File: src/rtl/uart_tx_buffer.sv
// Byte FIFO feeding a UART transmitter: accepts single-cycle writes and launches one
// frame at a time over the data_tx / start_transmit / tx_ready handshake.
module uart_tx_buffer #(
    parameter int DEPTH_LOG2 = 4
) (
    input  logic                  clk,
    input  logic                  reset,
    input  logic [7:0]            wr_data,
    input  logic                  wr_en,
    output logic                  full,
    output logic                  empty,
    output logic [DEPTH_LOG2:0]   count,
    output logic                  overflow,
    output logic [7:0]            data_tx,
    output logic                  start_transmit,
    input  logic                  tx_ready,
    output logic                  idle
);

    localparam int DEPTH = 1 << DEPTH_LOG2;

    typedef enum logic [1:0] {
        IDLE  = 2'd0,
        START = 2'd1,
        BUSY  = 2'd2
    } state_t;

    state_t                  state;
    logic [7:0]              mem [DEPTH];
    logic [DEPTH_LOG2-1:0]   rd_ptr;
    logic [DEPTH_LOG2-1:0]   wr_ptr;
    logic                    wr_accept;
    logic                    pop;

    assign full      = (count == (DEPTH_LOG2 + 1)'(DEPTH));
    assign empty     = (count == '0);
    assign idle      = (state == IDLE) && empty;
    assign wr_accept = wr_en && !full;
    assign pop       = (state == IDLE) && !empty && tx_ready;

    // NOTE: the storage array has no reset; only the pointers and count define valid data.
    always_ff @(posedge clk) begin
        if (wr_accept) begin
            mem[wr_ptr] <= wr_data;
        end
    end

    // A write while full is dropped even if a pop frees a slot on the same edge.
    always_ff @(posedge clk or negedge reset) begin
        if (!reset) begin
            wr_ptr   <= '0;
            overflow <= 1'b0;
        end else if (wr_accept) begin
            wr_ptr <= wr_ptr + 1'b1;
        end else if (wr_en) begin
            overflow <= 1'b1;
        end
    end

    always_ff @(posedge clk or negedge reset) begin
        if (!reset) begin
            count <= '0;
        end else begin
            case ({wr_accept, pop})
                2'b10:   count <= count + 1'b1;
                2'b01:   count <= count - 1'b1;
                default: count <= count;
            endcase
        end
    end

    // data_tx is loaded only when leaving IDLE, so it stays stable for the whole frame.
    always_ff @(posedge clk or negedge reset) begin
        if (!reset) begin
            state          <= IDLE;
            rd_ptr         <= '0;
            data_tx        <= 8'h00;
            start_transmit <= 1'b0;
        end else begin
            case (state)
                IDLE: begin
                    if (pop) begin
                        data_tx        <= mem[rd_ptr];
                        rd_ptr         <= rd_ptr + 1'b1;
                        start_transmit <= 1'b1;
                        state          <= START;
                    end
                end
                START: begin
                    if (!tx_ready) begin
                        start_transmit <= 1'b0;
                        state          <= BUSY;
                    end
                end
                BUSY: begin
                    if (tx_ready) begin
                        state <= IDLE;
                    end
                end
                default: begin
                    start_transmit <= 1'b0;
                    state          <= IDLE;
                end
            endcase
        end
    end

endmodule

File: config.mk
export PLATFORM = sky130hd
export DESIGN_NAME = uart_tx_buffer
export DESIGN_NICKNAME = d
export VERILOG_FILES = /design/src/rtl/uart_tx_buffer.sv
export SDC_FILE = /design/constraint.sdc
export NUM_CORES = 1
export LEC_CHECK = 0
export CAP_MARGIN = 20
export CORE_ASPECT_RATIO = 1.1
export CORE_UTILIZATION = 49
export DETAILED_ROUTE_END_ITERATION = 6
export GPL_TIMING_DRIVEN = 0
export PLACE_DENSITY = 0.69
export SYNTH_ARGS = -nofsm -noshare
export SYNTH_HDL_FRONTEND = slang
export SYNTH_SLANG_ARGS = --single-unit
File: constraint.sdc
create_clock -name clk -period 8.65 [get_ports clk]
set_input_delay 1.2975 -clock clk [delete_from_list [all_inputs] [get_ports clk]]
set_output_delay 1.2975 -clock clk [all_outputs]
set_load 0.1 [all_outputs]
==> summary.md <==
| Metric | Value |
|---|---|
| Status | `finished clean` |
| Post-synth top cells | `edfxtp_1 (128), mux4_2 (32), dfrtp_1 (25)` |
| ANT nets after route | `0` |
| Layout cells sized above 1 | `0.225` |
| NetSw | `0.967 mW` |
| Buf/Inv on CP | `2` |
| Core Area | `12100 um^2` |
| DR iter-0 viols | `245` |
| Place WS | `4.35 ns` |
| All-Layer GR Usage | `0.199` |
| First-pass GRT wire length | `18.1 mm` |
| Max frequency | `234 MHz` |
| IO buf count | `29` |
| Site Rows | `42` |
| Congestion Overflow GR | `0` |
| Dpl cell area | `6660 um^2` |
| Number of synthesized register bits | `153` |
| Sequential cell area | `4470 um^2` |
| Worst endpoint required time | `7.35 ns` |
| Setup WS post-layout | `4.37 ns` |
| Sequential share of power | `0.358` |
| Final WL | `11.6 mm` |
| # resized after CTS | `0` |
| Post-CTS Setup Inserts | `0` |
| Clock Path Buffers | `2` |
| CTS tree | `built` |
| Netlist Area Pre-Place | `6140 um^2` |
| Multi-input gate area | `1540 um^2` |
| Sum Neg Setup Slack | `0 ns` |
| Clock Sinks | `153` |
| Synth warn | `0` |
| Count leader, synth | `edfxtp_1` |
| Cts-stage hold buffer count | `0` |
| Post-layout instance area | `7290 um^2` |
| Synth cell types | `37` |
| Num ports | `30` |
| Pin count of the biggest net entering global routing | `17` |
| Synth Instances | `329` |
| RSZ-0062 raised after global routing | `no` |
| Sequential-to-total area share from yosys stat | `0.728` |
| Worst Reg-to-Reg Cells | `12` |
| Clock share of power | `0.284` |
| Slew HR | `0.339` |
| Worst VDD drop | `0.320 mV` |
| Antenna cell count | `0` |
| Vias/cell | `5.67` |
| Die area | `13000 um^2` |
| Nets | `403` |
| Data arrival, critical path | `2.98 ns` |
| # DRC | `0` |
| Delay-heaviest family, CP | `buffers and inverters` |
| Slew Limit Fails | `0` |
| Crit start category | `flip-flop` |
| Setup Crit Path Kind | `flip-flop to primary output` |
| Final Setup Violations | `0` |
| Hold WC Path Type | `flip-flop to flip-flop` |
| Post-detail-place hpwl | `7.79 mm` |
| Sw Ratio | `0.354` |
| Mean Syn Cell Area | `18.7 um^2` |
| Synth area leaders | `edfxtp_1 (63%), mux4_2 (12%), dfrtp_1 (10%), ha_1 (1.8%), mux2_2 (1.8%)` |
| Worst Skew | `0.0115 ns` |
| Critical-path cell list | `buf_2 -> nor4_1 -> nand2_1 -> nor3_1 -> clkdlybuf4s50_1` |
| WL/cell | `21.1 um` |
| Power per cell area | `374 nW/um^2` |
| Syn-to-layout area delta | `18.7%` |
| Tmin final | `4.28 ns` |
| Hold Vio Cnt, Final | `0` |
| Skew-Pair Late Insertion Delay | `0.42 ns` |
| Root Buffer | `clkbuf_16` |
| Top FF cell, synth | `edfxtp_1` |
| Top cell type's share of synthesized area | `0.626` |
| Final Cycle Share | `0.495` |
| Yosys top cell by area | `edfxtp_1` |
| Logic gate share of total power | `0.359` |
| Die width | `109 um` |
| Crit path largest cell delay | `1.18 ns` |
| H-tree Lvls | `4` |
| CP endpoint kind | `primary output` |
| Slowest cell on the critical path | `clkdlybuf4s50_1` |
| MaxCap Viol Count | `0` |
| Antenna violations before repair | `0` |
| Pleak | `2.49 nW` |
| TritonRoute pass-1 iters | `4` |
| FILL cells | `870` |
| CTS Buf Count | `17` |
| Clock-pin slew on the worst setup and hold paths | `0.06 ns` |
| Asr flop ratio synth | `0.163` |
| Post-synth net total | `350` |
| WHS Path Cells | `1` |
| Routed vias | `3111` |
| Crit Path Max Fanout | `9` |
| WP depth | `5` |
| Measured slew at the worst slew-check pin | `0.989 ns` |
| Gp weighted congestion | `0.788` |
| Vias in the first global route | `3213` |
| Initial core utilization | `0.506` |
| Post-synth EDFFs | `128` |
| Cell-internal power | `1.76 mW` |
| Die Y | `119 um` |
-- flip-flops by register name (all words and copies together) (netlist names) --
name and cells:
rd_ptr 4, overflow 1, state 2, wr_ptr 4, start_transmit 1, count 5
mem 128, data_tx 8
-- final cells by class --
cell class / count / share of cell area
clock buffers: 19 / 0.0594
inverters: 7 / 0.00360
flip-flops and latches: 153 / 0.613
repair buffers: 34 / 0.0450
multi-input cells: 150 / 0.212
plain buffers: 19 / 0.0142
clock inverters: 13 / 0.0266
well taps: 154 / 0.0264
-- metrics by stage --
stage | power, mW | utilization | std cells | hold slack [ns]
finish | 2.73 | 0.600 | 549 | 0.457
global route | 2.85 | 0.600 | 549 | 0.484
CTS | 2.75 | 0.600 | 549 | 0.458
detailed placement | 1.97 | 0.549 | 517 | 0.444
global placement | 1.95 | 0.546 | 512 | 0.441
floorplan | 1.72 | - | 329 | 0.520
-- layer usage --
metal  wire, um  vias up  global-route usage
li1           -     1417                   -
met3        546        6              0.0493
met5          0        -                   0
met2       5810       90               0.309
met4        164        0              0.0760
met1       5040     1598               0.272
-- final timing paths --
check,from,endpoint,slack (ns)
max,count[1],idle,4.37
min,overflow,overflow,0.46
max reg2reg,count[1],count[4],5.47
min reg2reg,overflow,overflow,0.46
max in group asynchronous,reset,wr_ptr[2],6.82
min in group asynchronous,reset,overflow,1.30
-- power groups by stage --
stage	sequential, mW	clock, mW	combinational (mW)
after detailed placement	0.990	0	0.983
after CTS	0.976	0.782	0.989
after global placement	0.985	0	0.969
final	0.976	0.774	0.979
after global routing	0.987	0.813	1.05
after floorplan	1.22	0	0.497
-- cell usage in the layout (no fill, tap or decap), types with 7 or more instances in the layout --
| master | netlist | final |
|---|---|---|
| clkbuf_16 | 0 | 17 |
| o22ai_1 | 16 | 16 |
| mux4_2 | 32 | 32 |
| a21oi_1 | 12 | 12 |
| nor2_1 | 16 | 16 |
| inv_1 | 7 | 7 |
| xnor2_1 | 8 | 8 |
| clkdlybuf4s50_1 | 0 | 29 |
| mux2_2 | 10 | 10 |
| edfxtp_1 | 128 | 128 |
| ha_1 | 9 | 9 |
| nand2_1 | 9 | 9 |
| clkbuf_1 | 7 | 9 |
| dfrtp_1 | 25 | 25 |
-- worst register-to-register path: stages, from the launching register on --
cell and delay [ns]:
dfrtp_1 0.37, buf_2 0.17, or4_4 0.55, o211a_1 0.27
buf_2 0.21, ha_1 0.22, clkbuf_1 0.18, xor2_1 0.20
ha_1 0.22, o211a_1 0.23, o31ai_1 0.20, a31oi_1 0.09
xnor2_1 0.15
-- logic make-up after synthesis --
| group | after synthesis | synth area share |
|---|---|---|
| flops | 153 | 0.728 |
| fa+ha+maj | 9 | 0.0183 |
| mux | 42 | 0.136 |
| simple gates | 44 | 0.0361 |
| buf+inv | 26 | 0.0212 |
| xor+xnor | 12 | 0.0171 |
| compound gates | 43 | 0.0440 |
(Power assumes the default switching activity.)
